===== src/rtl/uart_pkg.sv =====
// Shared definitions for the 8N1 UART.
// Holds the frame geometry (data width, data bit count, stop bit count), the RX/TX
// state encodings and the start-up delay that covers 7-series FIFO reset recovery.
package uart_pkg;

    localparam int unsigned DATA_WIDTH = 8;
    localparam int unsigned DATA_BITS  = 8;
    localparam int unsigned STOP_BITS  = 1;
    localparam int unsigned READY_DLY  = 16;

    typedef enum logic [2:0] {
        RxIdle,
        RxStart,
        RxData,
        RxStop,
        RxBreak
    } rx_state_e;

    typedef enum logic [1:0] {
        TxIdle,
        TxStart,
        TxData,
        TxStop
    } tx_state_e;

endpackage


===== src/rtl/uart_fifo.sv =====
// Synchronous first-word-fall-through FIFO.
// Ports:
//   clk, rst   clock and asynchronous active-high reset
//   push       write push_data when not full (dropped when full)
//   pop        retire the head entry when not empty
//   pop_data   head entry, valid whenever empty is low
//   full/empty occupancy flags
module uart_fifo
    import uart_pkg::*;
#(
    parameter int unsigned WIDTH = DATA_WIDTH,
    parameter int unsigned DEPTH = 16
) (
    input  logic             clk,
    input  logic             rst,
    input  logic             push,
    input  logic [WIDTH-1:0] push_data,
    input  logic             pop,
    output logic [WIDTH-1:0] pop_data,
    output logic             full,
    output logic             empty
);

    localparam int unsigned PTR_W = $clog2(DEPTH);
    localparam logic [PTR_W:0] PTR_ONE = (PTR_W + 1)'(1);

    logic [WIDTH-1:0] mem_q [DEPTH];
    logic [PTR_W:0]   wr_ptr_q;
    logic [PTR_W:0]   rd_ptr_q;
    logic             do_push;
    logic             do_pop;

    // Extra pointer MSB distinguishes full from empty when the indices match.
    assign empty   = (wr_ptr_q == rd_ptr_q);
    assign full    = (wr_ptr_q[PTR_W] != rd_ptr_q[PTR_W]) &&
                     (wr_ptr_q[PTR_W-1:0] == rd_ptr_q[PTR_W-1:0]);
    assign do_push = push && !full;
    assign do_pop  = pop && !empty;

    always_ff @(posedge clk or posedge rst) begin
        if (rst) begin
            wr_ptr_q <= '0;
            rd_ptr_q <= '0;
        end else begin
            if (do_push) wr_ptr_q <= wr_ptr_q + PTR_ONE;
            if (do_pop)  rd_ptr_q <= rd_ptr_q + PTR_ONE;
        end
    end

    always_ff @(posedge clk) begin
        if (do_push) mem_q[wr_ptr_q[PTR_W-1:0]] <= push_data;
    end

    assign pop_data = mem_q[rd_ptr_q[PTR_W-1:0]];

endmodule


===== src/rtl/uart.sv =====
// Full-duplex 8N1 UART with an RX and a TX FIFO.
// Ports:
//   clk, rst                              clock, asynchronous active-high reset
//   uart_ready                            out of reset, FIFOs usable
//   uart_rd_data/valid/ready              FWFT read port of the RX FIFO
//   uart_wr_data/valid/ready              write port of the TX FIFO
//   uart_rxd, uart_txd                    serial pins, idle high
// UART_MODE "LOOPBACK" routes the serialiser into the deserialiser and parks uart_txd at 1.
module uart
    import uart_pkg::*;
#(
    parameter string       DEVICE     = "7SERIES",
    parameter int unsigned CLK_FREQ   = 100000000,
    parameter int unsigned BAUD_RATE  = 115200,
    parameter string       UART_MODE  = "NORMAL",
    parameter int unsigned FIFO_DEPTH = 16
) (
    input  logic                  clk,
    input  logic                  rst,
    output logic                  uart_ready,
    output logic [DATA_WIDTH-1:0] uart_rd_data,
    output logic                  uart_rd_valid,
    input  logic                  uart_rd_ready,
    input  logic [DATA_WIDTH-1:0] uart_wr_data,
    input  logic                  uart_wr_valid,
    output logic                  uart_wr_ready,
    input  logic                  uart_rxd,
    output logic                  uart_txd
);

    localparam int unsigned BIT_CNT   = (CLK_FREQ + BAUD_RATE / 2) / BAUD_RATE;
    localparam int unsigned HALF_CNT  = BIT_CNT / 2;
    localparam int unsigned CNT_W     = $clog2(BIT_CNT + 1);
    localparam int unsigned IDX_W     = $clog2(DATA_BITS);
    localparam int unsigned RDY_W     = $clog2(READY_DLY + 1);
    localparam logic [CNT_W-1:0] BIT_LAST  = CNT_W'(BIT_CNT - 1);
    localparam logic [CNT_W-1:0] HALF_LAST = CNT_W'(HALF_CNT - 1);
    localparam logic [CNT_W-1:0] CNT_ONE   = CNT_W'(1);
    localparam logic [IDX_W-1:0] IDX_LAST  = IDX_W'(DATA_BITS - 1);
    localparam logic [IDX_W-1:0] STOP_LAST = IDX_W'(STOP_BITS - 1);
    localparam logic [IDX_W-1:0] IDX_ONE   = IDX_W'(1);
    localparam logic [RDY_W-1:0] RDY_DONE  = RDY_W'(READY_DLY);
    localparam logic [RDY_W-1:0] RDY_ONE   = RDY_W'(1);
    localparam bit               LOOPBACK  = (UART_MODE == "LOOPBACK");

    if (DEVICE != "7SERIES") begin : gen_bad_device
        $error("uart: unsupported DEVICE %s", DEVICE);
    end
    if (FIFO_DEPTH < 4 || (FIFO_DEPTH & (FIFO_DEPTH - 1)) != 0) begin : gen_bad_depth
        $error("uart: FIFO_DEPTH must be a power of 2 and at least 4");
    end

    // Start-up hold-off: FIFOs are not trusted until the counter saturates.
    logic [RDY_W-1:0] rdy_cnt_q;

    always_ff @(posedge clk or posedge rst) begin
        if (rst) begin
            rdy_cnt_q <= '0;
        end else if (rdy_cnt_q != RDY_DONE) begin
            rdy_cnt_q <= rdy_cnt_q + RDY_ONE;
        end
    end

    assign uart_ready = (rdy_cnt_q == RDY_DONE);

    // RX synchroniser plus one extra stage for falling-edge detection.
    logic txd_q, txd_d;
    logic rx_line;
    logic rxd_meta_q, rxd_sync_q, rxd_prev_q;

    assign rx_line = LOOPBACK ? txd_q : uart_rxd;

    always_ff @(posedge clk or posedge rst) begin
        if (rst) begin
            rxd_meta_q <= 1'b1;
            rxd_sync_q <= 1'b1;
            rxd_prev_q <= 1'b1;
        end else begin
            rxd_meta_q <= rx_line;
            rxd_sync_q <= rxd_meta_q;
            rxd_prev_q <= rxd_sync_q;
        end
    end

    // FIFOs
    logic                  rx_push, rx_full, rx_empty;
    logic                  tx_push, tx_pop, tx_full, tx_empty;
    logic [DATA_WIDTH-1:0] tx_head;
    logic [DATA_WIDTH-1:0] rx_shift_q, rx_shift_d;

    assign uart_rd_valid = uart_ready && !rx_empty;
    assign uart_wr_ready = uart_ready && !tx_full;
    assign tx_push       = uart_wr_valid && uart_wr_ready;

    uart_fifo #(
        .WIDTH (DATA_WIDTH),
        .DEPTH (FIFO_DEPTH)
    ) u_rx_fifo (
        .clk       (clk),
        .rst       (rst),
        .push      (rx_push && !rx_full),
        .push_data (rx_shift_q),
        .pop       (uart_rd_valid && uart_rd_ready),
        .pop_data  (uart_rd_data),
        .full      (rx_full),
        .empty     (rx_empty)
    );

    uart_fifo #(
        .WIDTH (DATA_WIDTH),
        .DEPTH (FIFO_DEPTH)
    ) u_tx_fifo (
        .clk       (clk),
        .rst       (rst),
        .push      (tx_push),
        .push_data (uart_wr_data),
        .pop       (tx_pop),
        .pop_data  (tx_head),
        .full      (tx_full),
        .empty     (tx_empty)
    );

    // RX FSM
    rx_state_e        rx_state_q, rx_state_d;
    logic [CNT_W-1:0] rx_cnt_q, rx_cnt_d;
    logic [IDX_W-1:0] rx_bit_q, rx_bit_d;

    always_comb begin
        rx_state_d = rx_state_q;
        rx_cnt_d   = rx_cnt_q + CNT_ONE;
        rx_bit_d   = rx_bit_q;
        rx_shift_d = rx_shift_q;
        rx_push    = 1'b0;
        unique case (rx_state_q)
            RxIdle: begin
                rx_cnt_d = '0;
                if (uart_ready && rxd_prev_q && !rxd_sync_q) rx_state_d = RxStart;
            end
            RxStart: begin
                if (rx_cnt_q == HALF_LAST) begin
                    rx_cnt_d   = '0;
                    rx_bit_d   = '0;
                    // Still high at mid start bit: treat as a glitch.
                    rx_state_d = rxd_sync_q ? RxIdle : RxData;
                end
            end
            RxData: begin
                if (rx_cnt_q == BIT_LAST) begin
                    rx_cnt_d   = '0;
                    rx_shift_d = {rxd_sync_q, rx_shift_q[DATA_WIDTH-1:1]};
                    rx_bit_d   = rx_bit_q + IDX_ONE;
                    if (rx_bit_q == IDX_LAST) rx_state_d = RxStop;
                end
            end
            RxStop: begin
                if (rx_cnt_q == BIT_LAST) begin
                    rx_cnt_d   = '0;
                    rx_push    = rxd_sync_q;
                    rx_state_d = rxd_sync_q ? RxIdle : RxBreak;
                end
            end
            RxBreak: begin
                rx_cnt_d = '0;
                if (rxd_sync_q) rx_state_d = RxIdle;
            end
            default: rx_state_d = RxIdle;
        endcase
    end

    always_ff @(posedge clk or posedge rst) begin
        if (rst) begin
            rx_state_q <= RxIdle;
            rx_cnt_q   <= '0;
            rx_bit_q   <= '0;
            rx_shift_q <= '0;
        end else begin
            rx_state_q <= rx_state_d;
            rx_cnt_q   <= rx_cnt_d;
            rx_bit_q   <= rx_bit_d;
            rx_shift_q <= rx_shift_d;
        end
    end

    // TX FSM; txd is driven from the current state so the line is purely registered.
    tx_state_e             tx_state_q, tx_state_d;
    logic [CNT_W-1:0]      tx_cnt_q, tx_cnt_d;
    logic [IDX_W-1:0]      tx_bit_q, tx_bit_d;
    logic [DATA_WIDTH-1:0] tx_shift_q, tx_shift_d;

    always_comb begin
        tx_state_d = tx_state_q;
        tx_cnt_d   = tx_cnt_q + CNT_ONE;
        tx_bit_d   = tx_bit_q;
        tx_shift_d = tx_shift_q;
        tx_pop     = 1'b0;
        unique case (tx_state_q)
            TxStart: txd_d = 1'b0;
            TxData:  txd_d = tx_shift_q[0];
            default: txd_d = 1'b1;
        endcase
        unique case (tx_state_q)
            TxIdle: begin
                tx_cnt_d = '0;
                if (!tx_empty) begin
                    tx_pop     = 1'b1;
                    tx_shift_d = tx_head;
                    tx_state_d = TxStart;
                end
            end
            TxStart: begin
                if (tx_cnt_q == BIT_LAST) begin
                    tx_cnt_d   = '0;
                    tx_bit_d   = '0;
                    tx_state_d = TxData;
                end
            end
            TxData: begin
                if (tx_cnt_q == BIT_LAST) begin
                    tx_cnt_d   = '0;
                    tx_shift_d = tx_shift_q >> 1;
                    tx_bit_d   = tx_bit_q + IDX_ONE;
                    if (tx_bit_q == IDX_LAST) tx_state_d = TxStop;
                end
            end
            TxStop: begin
                if (tx_cnt_q == BIT_LAST) begin
                    tx_cnt_d = '0;
                    if (tx_bit_q != STOP_LAST) begin
                        tx_bit_d = tx_bit_q + IDX_ONE;
                    end else if (!tx_empty) begin
                        // Chain straight into the next start bit.
                        tx_pop     = 1'b1;
                        tx_shift_d = tx_head;
                        tx_state_d = TxStart;
                    end else begin
                        tx_state_d = TxIdle;
                    end
                end
            end
            default: tx_state_d = TxIdle;
        endcase
    end

    always_ff @(posedge clk or posedge rst) begin
        if (rst) begin
            tx_state_q <= TxIdle;
            tx_cnt_q   <= '0;
            tx_bit_q   <= '0;
            tx_shift_q <= '0;
            txd_q      <= 1'b1;
        end else begin
            tx_state_q <= tx_state_d;
            tx_cnt_q   <= tx_cnt_d;
            tx_bit_q   <= tx_bit_d;
            tx_shift_q <= tx_shift_d;
            txd_q      <= txd_d;
        end
    end

    assign uart_txd = LOOPBACK ? 1'b1 : txd_q;

endmodule


===== config.mk =====
export PLATFORM = sky130hd
export DESIGN_NAME = uart
export DESIGN_NICKNAME = d
export VERILOG_FILES = /design/src/rtl/uart_pkg.sv /design/src/rtl/uart_fifo.sv /design/src/rtl/uart.sv
export SDC_FILE = /design/constraint.sdc
export NUM_CORES = 1
export LEC_CHECK = 0
export ABC_AREA = 1
export BUFFER_PORTS_ARGS = -buffer_cell sky130_fd_sc_hd__buf_2
export CORE_MARGIN = 4
export CORE_UTILIZATION = 50
export CTS_CLUSTER_DIAMETER = 30
export CTS_CLUSTER_SIZE = 8
export DETAILED_ROUTE_END_ITERATION = 6
export GPL_TIMING_DRIVEN = 1
export PLACE_DENSITY_LB_ADDON = 0.2
export SYNTH_ARGS = -nofsm -noshare
export SYNTH_HDL_FRONTEND = slang
export SYNTH_SLANG_ARGS = --single-unit

===== constraint.sdc =====
create_clock -name clk -period 3 [get_ports clk]
set_input_delay 0.15 -clock clk [delete_from_list [all_inputs] [get_ports clk]]
set_output_delay 0.15 -clock clk [all_outputs]
set_load 0.02 [all_outputs]

Word-level counts from Yosys, hierarchy flattened

Memories as Yosys holds them, arrays and structs flattened.
Index checks and enable logic that the tools add are counted.

Output and inout bits: 12
RAM bits: 256
Input port bits: 13
Register bits: 76
Memories: 2
Logic and storage cells: 140

Memories:

| memory          | words | width | read ports | clocked after Yosys merged registers in | wr ports | RTL line        | RTL |
|---|---|---|---|---|---|---|---|
| u_rx_fifo.mem_q | 16    | 8     | 1          | 0                                       | 1        | uart_fifo.sv:27 | `logic [WIDTH-1:0] mem_q [DEPTH];` |
| u_tx_fifo.mem_q | 16    | 8     | 1          | 0                                       | 1        | uart_fifo.sv:27 |  |

Muxes and demuxes: 46
Reduce and logical (&&, ||, !) cells: 33
Add/subtract/negate cells: 9
Equality and inequality tests: 33

Operator list:

| kind                                                                    | number |
|---|---|
| 3-bit 2-to-1 mux                                                        | 13 |
| 8-bit 2-to-1 mux                                                        | 4 |
| 10-bit 2-to-1 mux                                                       | 3 |
| 10-bit one-hot mux with 3 select lines                                  | 1 |
| 2-bit != test (second input constant)                                   | 13 |
| 5-bit by 1-bit adder with 5-bit output (second input constant)          | 5 |
| 8-bit one-hot mux with 3 select lines                                   | 1 |
| 10-bit by 1-bit adder with 10-bit output (second input constant)        | 2 |
| 10-bit equality test (second input constant)                            | 2 |
| 10-bit one-hot mux with 2 select lines                                  | 1 |
| 3-bit one-hot mux with 5 select lines                                   | 1 |
| 2-bit 2-to-1 mux                                                        | 7 |
| 1-bit logical AND                                                       | 13 |
| 6-bit AND reduction                                                     | 2 |
| 10-bit by 9-bit equality test with 1-bit output (second input constant) | 1 |
| 5-bit equality test                                                     | 2 |
| 1-bit 2-to-1 mux                                                        | 10 |
| 3-bit equality test (second input constant)                             | 3 |
| 3-bit one-hot mux with 3 select lines                                   | 1 |
| 3-bit nonzero test                                                      | 3 |
| 4-bit equality test                                                     | 2 |
| 2-bit one-hot mux with 4 select lines                                   | 1 |
| 3-bit by 1-bit adder with 3-bit output (second input constant)          | 2 |
| 3-bit by 2-bit equality test with 1-bit output (second input constant)  | 2 |
| 18 further kinds                                                        | 26 |

Depth between registers and ports, before layout

Gate-level depths: netlist (run 1).

Word-level depth: 8
Gate-level depth with buffers: 12
Depth with buffers taken out: 11

Modules after synthesis

Synthesis (run 1) repeated with hierarchy kept, for this count alone.

Cells, all modules: 1458
Area, all modules: 14869.3 um2

By module, submodules not included:

| module    | area an instance (um2) | seq. area each (um2) | cells an instance | times used |
|---|---|---|---|---|
| uart_fifo | 5970.7                 | 4093.9               | 560               | 2 |
| uart      | 2927.8                 | 1406.3               | 338               | 1 |

Worst setup path after synthesis (run 1)

Ideal clock, no wire load.

Path kind: reg-to-reg
Start: register rdy_cnt_q[0]
End: memory u_tx_fifo.mem_q[4][0] (netlist name) (enable)
Cell stages (with the launch flop): 10
Setup slack: 576 ps
Setup time: 383 ps
Data arrival time: 2041 ps
Period minus slack after synthesis: 2424 ps
Path through: dfrtp_1 inv_1 ha_1 nand3_1 inv_1 nand2_1 inv_2 nand2_4 buf_8 nor3_1

Word-level cells in the longest chain between the ends: 6

Ends and longest elaborated chain:

| element                                | RTL line        | RTL |
|---|---|---|
| start, declared                        | uart.sv:54      | `logic [RDY_W-1:0] rdy_cnt_q;` |
| start signal, assigned                 | uart.sv:60      | `rdy_cnt_q <= rdy_cnt_q + RDY_ONE;` |
| 5-bit equality test                    | uart.sv:64      | `assign uart_ready = (rdy_cnt_q == RDY_DONE);` |
| named net uart_ready                   | uart.sv:20      | `output logic uart_ready,` |
| 1-bit logical AND                      | uart.sv:92      | `assign uart_wr_ready = uart_ready && !tx_full;` |
| named net uart_wr_ready                | uart.sv:26      | `output logic uart_wr_ready,` |
| 1-bit logical AND                      | uart.sv:93      | `assign tx_push = uart_wr_valid && uart_wr_ready;` |
| 1-bit logical AND                      | uart_fifo.sv:37 | `assign do_push = push && !full;` |
| 1-bit 2-to-1 mux                       | uart_fifo.sv:51 | `if (do_push) mem_q[wr_ptr_q[PTR_W-1:0]] <= push_data;` |
| 1-bit 2-to-1 mux (not written as such) | uart_fifo.sv:51 |  |
| end, declared                          | uart_fifo.sv:27 |  |

The timed path passes the listed nets, and every way through them passes these cells.

Worst setup path after layout (run 1)

Start: register u_rx_fifo.rd_ptr_q[1]
End: output port uart_rd_data[4]

Word-level cells in the longest chain between the ends: 1

Ends and longest elaborated chain:

| element                | RTL line        | RTL |
|---|---|---|
| start, declared        | uart_fifo.sv:29 | `logic [PTR_W:0] rd_ptr_q;` |
| start signal, assigned | uart_fifo.sv:46 | `if (do_pop) rd_ptr_q <= rd_ptr_q + PTR_ONE;` |
| memory read 16 x 8 bit | -               |  |
| end, declared          | uart.sv:21      | `output logic [DATA_WIDTH-1:0] uart_rd_data,` |

No other way between the ends.

==> run summary, run 1 <==
The run finished with clean final reports. The detailed-route DRC error count is 0. Counting flops with a built-in enable in the synthesized netlist gives 256. The first global-routing pass estimated 52.32 mm of wire.

For the number of global-route vias before repair, the log shows 9886. The clock period minus final worst setup slack is 2.756 ns. Entering global routing, the biggest net connects 66 pins. In this design, the largest share of critical-path delay is due to flip-flops.

The layout overhead on the synthesized area is 20.66%, and the peak supply drop is 0.4840 mV. The final critical-path share of the clock period is 91.87%, and the total length of routed wires is 32.75 mm. Setup slack closes at 0.2439 ns. After routing, the total negative slack on setup checks comes to 0 ns. Synthesis produced a netlist with a net count of 1392. The floorplan has 62 rows.

The top-area cell type share of the netlist area is 52.82%, and the top-level I/O count is 25. The all-layer global routing usage is 21.06%, and the maximum frequency from static timing analysis is 362.8 MHz. Counting every sink on the clock net gives 332. The synthesized flop and latch total was 332.

Dividing the detail-routed via count by the number of cells gives 5.257. In this run the horizontal extent of the chip is 178.6 µm. The stage delay of the slowest cell on the critical path is 0.63 ns, and the synthesized area divided by synthesized cell count is 10.76 µm².

By area the synthesized netlist is led by sky130_fd_sc_hd__edfxtp_1 (53%), sky130_fd_sc_hd__dfrtp_1 (12%), sky130_fd_sc_hd__nand2_1 (6.7%). The min-delay analysis places its worst path in the category primary input to flop. Total of warnings raised by yosys: 0. The run gives 31900 µm² as the die outline area. The number of antenna violations at the first check in global routing was 0; the worst slack after detailed placement was 0.3291 ns. The final layout contains 1471 nets. After floorplanning, the core was sized to cover 28700 µm².

The routed wirelength normalized by instance count is 17.48 µm, and the required time of the critical path is 2.85 ns. In the synthesized netlist, the number of instances is 1353. Fill cells in the final layout number 2300. STA classifies the critical path endpoint as a primary output. In the final layout, the multi-input gates occupy 4295 µm². The number of optimization iterations in the first detailed-route pass came out at 5.

0 antenna diodes ended up in the layout. Headroom to the max-slew limit came out at 25.64%. Share of the yosys chip area belonging to registers: 65.92%. Setup repair after global routing left no endpoint under its margin. The total grt overflow was 0.

Of the cells placed in the final design, the portion with a size suffix greater than 1 is 14.30%. Once the floorplan was initialized, standard cells occupied 50.71% of the core. The critical path goes through nand2_1 > inv_1 > nand2_1 > o2111ai_1 > nand2_1 > buf_2.

After clock tree synthesis, the clock-pin slew on the worst setup and hold paths is 0.05 ns. The total count of hold-check failures in the final report came out at 0. Registers take 9597 µm². The leading cell type by number of instances after synthesis was sky130_fd_sc_hd__nand2_1. Dominant cell type by area after synthesis: sky130_fd_sc_hd__edfxtp_1.

The fraction of registers with async set/reset was 22.89%; the total number of vias was 9847. The tools report the number of buffers between clock root and the deepest sink as 3. Counting the buffers created by CTS gives 72.

For the number of pins exceeding their max-slew limit in the final report, the log shows 0. The number of different library cells in the post-synthesis netlist was 43. TritonCTS built the clock tree.

The tools report the cell at the root of the clock tree as sky130_fd_sc_hd__clkbuf_16. The setup check on the worst reg-to-reg path leaves a slack of 0.32 ns. The logs give 0.03299 ns for the final worst clock skew and 0 for the residual antenna-violating net count after detailed routing. Data on the critical path arrives at its endpoint at 2.61 ns. The post-detailed-placement half-perimeter wirelength is 20.45 mm. The clock tree synthesis step divided the H-tree into 3 levels. Of all nets on the critical path, the largest fanout is 13.

The congestion estimate from routability-driven global placement came to 0.8182. The slowest stage of the critical path belongs to the cell sky130_fd_sc_hd__dfrtp_1. The classification of the worst setup path is flop to primary output.

Setup violations remaining at the end of the flow were counted as 0. The vertical die dimension was 178.6 µm. For this run, the leading register cell type out of synthesis is sky130_fd_sc_hd__edfxtp_1. The later pin in the worst-skew pair is clocked with a latency of 0.56 ns.

The worst setup path is launched from a flop. For the number of DRC violations after detailed-routing iteration 0, the log shows 894. The power per unit of standard cell area was 880.8 nW/µm²; the slew at the pin closest to its max-slew limit was 1.107 ns.

The critical path's most frequent cell is sky130_fd_sc_hd__nand2_1. The fraction of the core area covered by cells at the end of the flow is 61.18%. The mapped netlist covers 14550 µm². Number of max-cap violations: 0. After synthesis, the most frequently instantiated cells are sky130_fd_sc_hd__nand2_1 (260), sky130_fd_sc_hd__edfxtp_1 (256), sky130_fd_sc_hd__nor2_1 (212). The static leakage was 6.890 nW; the number of buffers and inverters on the critical path was 2. During placement, the flow inserted port buffers numbering 24.
[layer usage]
layer  vias to the layer above  track usage (%)  share of wire (%)
met5                         -                0                  0
met4                         0            7.771                2.5
met3                        58            3.921                6.0
met2                       301            34.16                 48
met1                      4676            28.55                 44
li1                       4812                -                  -
[logic make-up after synthesis]
kind of cell,count (synthesis),share of synthesized area (%)
AO/OA/AOI/OAI,186,7.402
adder cells (fa/ha/maj),26,2.235
buffers and inverters,155,4.565
flip-flops,332,65.92
XOR/XNOR,27,1.676
AND/OR/NAND/NOR,627,18.20
[worst paths after layout]
kind | from | to | cells past startpoint
min reg2reg | rxd_meta_q | rxd_sync_q | 0
max in group asynchronous | rst | rxd_meta_q | 4
max reg2reg | rdy_cnt_q[0] | u_tx_fifo.mem_q[11][1] | 8
min | uart_wr_data[7] | u_tx_fifo.mem_q[7][7] | 1
min in group asynchronous | rst | u_rx_fifo.rd_ptr_q[1] | 3
max | u_rx_fifo.rd_ptr_q[1] | uart_rd_data[4] | 6
[report_power, final]
| group | internal (mW) | switching [mW] |
|---|---|---|
| Sequential | 5.22 | 0.190 |
| Combinational | 0.704 | 1.69 |
| Clock | 5.25 | 2.41 |
| Total | 11.2 | 4.29 |
[sequential cells by signal (all words and copies together) (netlist names)]
register            count
u_rx_fifo.mem_q       128
u_tx_fifo.wr_ptr_q      5
u_rx_fifo.rd_ptr_q      5
u_rx_fifo.wr_ptr_q      5
u_tx_fifo.mem_q       128
rdy_cnt_q               5
rxd_meta_q              1
uart_txd                1
rx_state_q              3
tx_state_q              2
rx_cnt_q               10
tx_bit_q                3
rx_bit_q                3
u_tx_fifo.rd_ptr_q      5
rxd_sync_q              1
rxd_prev_q              1
tx_shift_q              8
rx_shift_q              8
tx_cnt_q               10
[stage by stage]
step	std cells	cell area, µm²	hold WS, ns	total power, mW
3_5_place_dp	1738	15100	0.2572	7.873
6_report	1873	17560	0.01849	15.47
5_1_grt	1873	17560	0.01774	16.16
3_3_place_gp	1738	15100	0.2640	7.850
4_1_cts	1873	17560	0.002562	15.58
2_1_floorplan	1353	14550	0.1545	7.127
[cells in the final DEF, fill, tap and decap left out, drive strengths merged, types with 3 or more instances in the layout]
| master | n |
|---|---|
| nand4 | 9 |
| dfstp | 4 |
| dfrtp | 72 |
| o2111ai | 15 |
| nor2 | 218 |
| o211ai | 27 |
| a21oi | 26 |
| clkbuf | 97 |
| ha | 26 |
| nand3 | 96 |
| o21ai | 114 |
| nor3 | 23 |
| xor2 | 16 |
| xnor2 | 11 |
| nand2 | 271 |
| clkinvlp | 4 |
| buf | 54 |
| inv | 101 |
| clkinv | 24 |
| nor3b | 3 |
| dlygate4sd3 | 4 |
| bufinv | 7 |
| edfxtp | 256 |
| or2 | 3 |
[cell type report]
| class | instances | area share, % |
|---|---|---|
| multi-input combinational | 866 | 24.46 |
| clock buffer | 97 | 11.36 |
| timing repair buffer | 58 | 2.216 |
| tap | 384 | 2.736 |
| clock inverter | 34 | 2.373 |
| sequential | 332 | 54.65 |
| inverter | 102 | 2.202 |
[what timing repair did]
action / in CTS / in global routing
hold buffers: 4 / 0
resized for setup: 0 / 1
hold endpoints to repair: 45 / 0
setup buffers: 0 / 0
endpoints found under the setup margin: 0 / 1
Power figures use the tool's default switching activity.
==> run 2, diff against run 1 <==
Settings changed: CORE_MARGIN 4 to unset, CORE_UTILIZATION 50 to 30.
==> run 2 against run 1 <==
Core utilization down 22 points; final cell count grew 15%; count of clock-buffer cells in the layout up 11; maximum frequency rose by 0.51%; global-route usage fell by 6.2 points; combinational power about the same.
==> run summary, run 2 (same netlist as run 1, synthesis figures left out) <==
The flow ran to the end, and the final reports show no timing, DRC or antenna violations. The tools report the total number of vias as 9901 (+0.55%). The tools report the total negative slack for setup checks as 0 ns (unchanged). The tools report the cell at the root of the clock tree as sky130_fd_sc_hd__clkbuf_16.

The tools report the CTS buffer count as 88 (+22%). The tools report the post-route worst setup slack as 0.2577 ns (+0.01386 ns). The logs give 0 (unchanged) for the total grt overflow and 7.295 nW (+5.9%) for the static leakage. The routed wirelength normalized by instance count was 16.43 µm (-6.0%). The slew at the pin closest to its max-slew limit works out to 1.111 ns (+0.004142 ns). TritonCTS built the clock tree.

Number of buffers inserted by port buffering: 24 (unchanged). The run gives 1508 (+2.5%) as the layout net count. Setup repair after global routing left no endpoint under its margin.

The worst setup path is of the flop to primary output kind. The peak supply drop was 0.4378 mV (-9.5%); the count of hold buffers inserted by post-cts repair was 12 (+8). For the number of buffers between clock root and the deepest sink, the log shows 3 (unchanged). Most frequent standard cell in the layout excluding fill and tap cells: sky130_fd_sc_hd__nand2_1. Power per unit of standard cell area: 923.4 nW/µm² (+4.8%). The worst setup path is launched from a flop.

The met2 wirelength from detailed routing was 16.46 mm (+5.7%). The tools report the filler cell count in the final layout as 4555 (+98%). The post-CTS clock slew at the launch and capture registers of the worst setup and hold paths was 0.05 ns (about the same); the all-layer global routing usage was 14.91% (-6.2 points).

The post-cts resize count is 0 (unchanged), and the post-detailed-placement half-perimeter wirelength is 22.16 mm (+8.4%). The antenna diode count was 0 (unchanged); the residual antenna-violating net count after detailed routing was 0 (unchanged). Mean number of vias per cell: 4.586 (-13%). For the number of placement rows, the log shows 80 (+29%). The share of layout cells above drive strength 1 came out at 16.45% (+2.1 points). In the layout the commonest cells are sky130_fd_sc_hd__nand2_1 (260), sky130_fd_sc_hd__edfxtp_1 (256), sky130_fd_sc_hd__nor2_1 (212).

The maximum fanout along the worst path was 66 (+53). The clock latency on the worst-skew pair came out at 0.60 ns (+0.04 ns). Sink count of the clock tree: 332 (unchanged). The logs give 49400 µm² (+55%) for the die outline area and 1.690 mm (-13%) for the total met3 wirelength after detailed routing. Horizontal die dimension: 222.3 µm (+24%).

The total count of hold-check failures in the final report is 0 (unchanged). The run gives 57.41 mm (+9.7%) as the global-route wire length before repair. The logs give 30.48% (-20 points) for the starting density of the core and 17.22 mW (+11%) for the overall power after layout. The worst min-delay path category is primary input to async pin. The number of optimization iterations in the first detailed-route pass was 5 (unchanged); the data arrival time of the critical path was 2.59 ns (-0.02 ns). The vertical die dimension was 222.3 µm (+24%). The total length of routed wires was 35.48 mm (+8.3%); the core outline area was 47750 µm² (+66%).

The number of DRC violations after detailed-routing iteration 0 is 521 (-42%), and the H-tree depth is 3 (unchanged). The met1 wire length is 16.54 mm (+15%). The worst relative slew slack was 25.36% (-0.28 points); the count of endpoints failing setup in the final report was 0 (unchanged). The final worst clock skew is 0.03261 ns (-0.0003782 ns). For the number of global-route vias before repair, the log shows 10180 (+3.0%). The number of pins exceeding their max-slew limit in the final report was 0 (unchanged). The tools report the required time of the critical path as 2.85 ns (about the same).

The tools report the top-level I/O count as 25 (unchanged). Placer congestion estimate: 0.7611 (-7.0%). The detailed-route DRC error count is 0 (unchanged). The run gives 0.4588 ns (+0.1297 ns) as the worst slack after detailed placement. The worst setup path is captured at a primary output. Compared with the post-synthesis result, the final layout area differs by 28.15%. The maximum frequency from static timing analysis is 364.7 MHz (+0.51%), and the final critical-path share of the clock period is 91.41% (-0.46 points). The maximum number of pins on one net before global-route repair was 67 (+1.5%); the buffers inserted during post-CTS setup optimization was 0 (unchanged). The number of antenna violations at the first check in global routing is 0 (unchanged).

The number of max-cap violations is 0 (unchanged). Signal routing reaches up to met4. The clock period minus final worst setup slack is 2.742 ns (-0.01386 ns).
run 2: changes by cell type in the layout (fill, tap and decap cells not counted), moves of 2 or more:
cell / before / now
sky130_fd_sc_hd__bufinv_16: 7 / 12
sky130_fd_sc_hd__clkinv_1: 7 / 15
sky130_fd_sc_hd__clkinv_4: 2 / 0
sky130_fd_sc_hd__buf_4: 29 / 42
sky130_fd_sc_hd__clkbuf_16: 72 / 91
sky130_fd_sc_hd__clkinv_2: 12 / 22
sky130_fd_sc_hd__clkbuf_8: 10 / 4
sky130_fd_sc_hd__clkbuf_1: 15 / 13
sky130_fd_sc_hd__inv_6: 3 / 1
sky130_fd_sc_hd__dlygate4sd3_1: 4 / 12
sky130_fd_sc_hd__clkinvlp_4: 4 / 8
run 2: stage by stage:
| step | std cells | utilization [%] | cell area, µm² | hold WS [ns] |
|---|---|---|---|---|
| 4_1_cts | 2159 | 39.06 | 18650 | 0.1976 |
| 3_5_place_dp | 1982 | 32.47 | 15500 | 0.2816 |
| 3_3_place_gp | 1982 | 32.47 | 15500 | 0.2818 |
| 5_1_grt | 2159 | 39.06 | 18650 | 0.2391 |
| 2_1_floorplan | 1353 | - | 14550 | 0.1545 |
| 6_report | 2159 | 39.06 | 18650 | 0.1958 |
run 2: per-layer routing:
metal  global-route usage [%]  vias to the layer above
met5                        0                        -
met4                    5.936                        0
met3                    3.187                       65
met2                    23.42                      203
met1                    20.01                     4725
li1                         -                     4908
run 2: report_power, final:
| group | switching [mW] | total, mW | internal [mW] |
|---|---|---|---|
| sequential | 0.182 | 5.40 | 5.22 |
| combinational | 1.68 | 2.43 | 0.745 |
| clock | 2.78 | 9.40 | 6.62 |
| total | 4.64 | 17.2 | 12.6 |
run 2: cell type report:
type | instances | area [µm²] | share of cell area (%)
Multi-Input combinational cell | 866 | 4295 | 23.03
Inverter | 102 | 386.6 | 2.073
Sequential cell | 332 | 9597 | 51.46
Tap cell | 615 | 769.5 | 4.126
Clock buffer | 108 | 2381 | 12.77
Clock inverter | 57 | 645.6 | 3.462
Timing Repair Buffer | 79 | 575.6 | 3.086
run 2: critical path, stage by stage (launching register included):
cell and delay (ns):
sky130_fd_sc_hd__dfrtp_2 0.39, sky130_fd_sc_hd__buf_4 0.54, sky130_fd_sc_hd__nor2_1 0.12, sky130_fd_sc_hd__nor2_1 0.12
sky130_fd_sc_hd__o21ai_0 0.10, sky130_fd_sc_hd__o211ai_1 0.13, sky130_fd_sc_hd__o2111ai_1 0.22, sky130_fd_sc_hd__nand2_1 0.16
sky130_fd_sc_hd__buf_2 0.17
run 2: final timing paths:
| path | start | endpoint | slack (ns) | depth (start not counted) |
|---|---|---|---|---|
| setup / recovery | u_rx_fifo.rd_ptr_q[0] | uart_rd_data[3] | 0.26 | 8 |
| hold / removal | rst | u_rx_fifo.rd_ptr_q[3] | 0.20 | 3 |
| setup reg to reg | rx_cnt_q[0] | u_rx_fifo.mem_q[3][6] | 0.58 | 9 |
| hold reg to reg | rxd_meta_q | rxd_sync_q | 0.35 | 0 |
| max in group asynchronous | rst | uart_txd | 2.07 | 4 |
| min in group clk | uart_rxd | rxd_meta_q | 0.25 | 2 |
==> run 3, diff against run 2 <==
Settings changed: SETUP_SLACK_MARGIN set to 0.3.
==> run 3 against run 2 <==
Clock power is essentially flat; largest cell class unchanged; maximum frequency is 8.3% higher; die area unchanged; global-route usage about the same; worst hold slack got worse by 0.00065 ns; sequential share of layout area fell by 0.10 points; clock skew is essentially flat.
==> run summary, run 3 (same netlist as run 1, synthesis figures left out) <==
The stage delay of the slowest cell on the critical path works out to 0.51 ns (-0.03 ns). Number of buffers between clock root and the deepest sink: 3 (unchanged). The number of global-route vias before repair was 10190 (+0.098%); the overall power after layout was 17.27 mW (+0.25%).

STA classifies the critical path startpoint as a flop. Library cell contributing the largest single delay on the critical path: sky130_fd_sc_hd__dfrtp_2. Most frequent standard cell in the layout excluding fill and tap cells: sky130_fd_sc_hd__nand2_1. The run gives 25 (unchanged) as the top-level I/O count. The core outline area came out at 47750 µm² (unchanged).

Global-route wire length before repair: 57.44 mm (about the same). The worst min-delay path category is primary input to async pin. The total length of routed wires is 35.47 mm (about the same). The static leakage was 7.296 nW (about the same). The die outline area was 49400 µm² (unchanged); the starting density of the core was 30.48% (unchanged). The run gives 2.38 ns (-0.21 ns) as the data arrival time of the critical path.

The detailed-route DRC error count was 0 (unchanged); the sink count of the clock tree was 332 (unchanged). The top cell types in the final layout, fill and taps aside, are sky130_fd_sc_hd__nand2_1 (260), sky130_fd_sc_hd__edfxtp_1 (256), sky130_fd_sc_hd__nor2_1 (212). The number of placement rows is 80 (unchanged), and the number of optimization iterations in the first detailed-route pass is 5 (unchanged). The post-detailed-placement half-perimeter wirelength is 22.16 mm (unchanged). The mean number of vias per cell came out at 4.582 (about the same).

The required time of the critical path was 2.85 ns (about the same); the total negative slack for setup checks was 0 ns (unchanged). Relative to the synthesized area, the layout overhead comes to 28.44%. For the total number of vias, the log shows 9906 (+0.050%). Clock period minus final worst setup slack: 2.532 ns (-0.2098 ns). The total count of hold-check failures in the final report is 0 (unchanged). For the worst hold slack, the log shows 0.1952 ns (-0.0006460 ns). The count of endpoints failing setup in the final report is 0 (unchanged).

The logs give 394.9 MHz (+8.3%) for the maximum frequency from static timing analysis and 4295 µm² (unchanged) for the total area of multi-input combinational cells. Routed wirelength normalized by instance count: 16.40 µm (-0.17%). The logs give 0 (unchanged) for the number of pins exceeding their max-slew limit in the final report and 9599 µm² (about the same) for the area taken by flip-flops and latches. TritonCTS built the clock tree. The run gives 0.03254 ns (-0.00006820 ns) as the final worst clock skew. The flow ran to the end, and the final reports show no timing, DRC or antenna violations. The tree is rooted in a sky130_fd_sc_hd__clkbuf_16. The worst setup path is of the flop to primary output kind.

The CTS buffer count is 88 (unchanged). The placer congestion estimate is 0.7611 (unchanged), and the maximum fanout along the worst path is 16 (-76%). Power per unit of standard cell area: 923.7 nW/µm² (about the same). Traced cell by cell, the critical path runs through buf_4 > nor2_2 > buf_4 > nand2_1 > o2111ai_1 > nand2_1 > buf_2. For the layout net count, the log shows 1511 (+0.20%). The final critical-path share of the clock period is 84.42% (-7.0 points). For the filler cell count in the final layout, the log shows 4553 (-0.044%). The run gives 0 (unchanged) as the antenna diode count. The number of antenna violations at the first check in global routing is 0 (unchanged). The post-CTS clock slew at the launch and capture registers of the worst setup and hold paths came out at 0.05 ns (about the same).

Setup repair after global routing could not meet its margin everywhere. Worst slack after detailed placement: 0.4588 ns (unchanged). The run gives 0 (unchanged) as the residual antenna-violating net count after detailed routing.

The number of instances in the placed design was 1982 (unchanged); the number of buffers inserted by port buffering was 24 (unchanged). The logs give 3 (unchanged) for the H-tree depth and 0 (unchanged) for the total grt overflow. The tools report the worst relative slew slack as 25.52% (+0.16 points). The vertical die dimension came out at 222.3 µm (unchanged). The worst setup path is captured at a primary output. The slew at the pin closest to its max-slew limit was 1.109 ns (-0.002375 ns); the maximum number of pins on one net before global-route repair was 67 (unchanged). The all-layer global routing usage is 14.91% (about the same).

The tools report the peak supply drop as 0.4369 mV (-0.22%). The clock latency on the worst-skew pair is 0.60 ns (about the same). Horizontal die dimension: 222.3 µm (unchanged).

The share of layout cells above drive strength 1 came out at 16.87% (+0.42 points). The final cell count without fillers was 2162 (+0.14%); the number of max-cap violations was 0 (unchanged). The number of DRC violations after detailed-routing iteration 0 is 553 (+6.1%). The tools report the post-route worst setup slack as 0.4675 ns (+0.2098 ns).
run 3: changes by cell type in the layout (fill, tap and decap cells not counted), sizes merged:
cell	delta
buf	+3
clkinvlp	+2
inv	-2
run 3: metal layers:
metal	track usage (%)	vias to the layer above	routed length (µm)	part of all wire (%)
li1	-	4914	-	-
met1	19.98	4718	16500	47
met2	23.47	213	16480	46
met3	3.187	61	1736	4.9
met4	5.936	0	754	2.1
met5	0	-	0	0
run 3: repair_timing:
item / in CTS / in global routing
endpoints found under the setup margin: 8 / 8
buffers inserted: 3 / 0
resized for setup: 3 / 6
endpoints found under the hold margin: 167 / 0
hold buffers: 12 / 0
run 3: where the power goes:
part / total, mW / switching (mW) / internal (mW) / leakage, nW
sequential: 5.41 / 0.192 / 5.22 / 3.02
clock: 9.39 / 2.77 / 6.61 / 1.47
combinational: 2.46 / 1.69 / 0.780 / 2.81
total: 17.3 / 4.65 / 12.6 / 7.30
run 3: layout make-up:
| type | count | area share, % |
|---|---|---|
| Clock buffer | 108 | 12.74 |
| Multi-Input combinational cell | 866 | 22.98 |
| Tap cell | 615 | 4.116 |
| Inverter | 102 | 2.122 |
| Sequential cell | 332 | 51.35 |
| Timing Repair Buffer | 82 | 3.240 |
| Clock inverter | 57 | 3.454 |
run 3: final timing paths:
path                                       start               endpoint  slack [ns]  depth (start not counted)
max reg2reg                          rx_cnt_q[0]  u_rx_fifo.mem_q[3][6]        0.58                          9
max in group asynchronous                    rst               uart_txd        2.07                          4
min reg2reg                           rxd_meta_q             rxd_sync_q        0.35                          0
max                        u_rx_fifo.rd_ptr_q[1]        uart_rd_data[3]        0.47                          7
min                                          rst  u_rx_fifo.rd_ptr_q[3]        0.20                          3
min in group clk                        uart_rxd             rxd_meta_q        0.25                          2
run 3: critical path, delay by kind of cell, from the launching register on:
family / cells / cell delay [ns]
AO/OA/AOI/OAI: 1 / 0.30
buffers and inverters: 3 / 0.66
flip-flops: 1 / 0.51
AND/OR/NAND/NOR: 3 / 0.35
run 3: per-stage QoR:
step	instance area [µm²]	utilization, %
global route	18690	39.15
CTS	18680	39.13
global placement	15500	32.47
finish	18690	39.15
floorplan	14550	-
detailed placement	15500	32.47
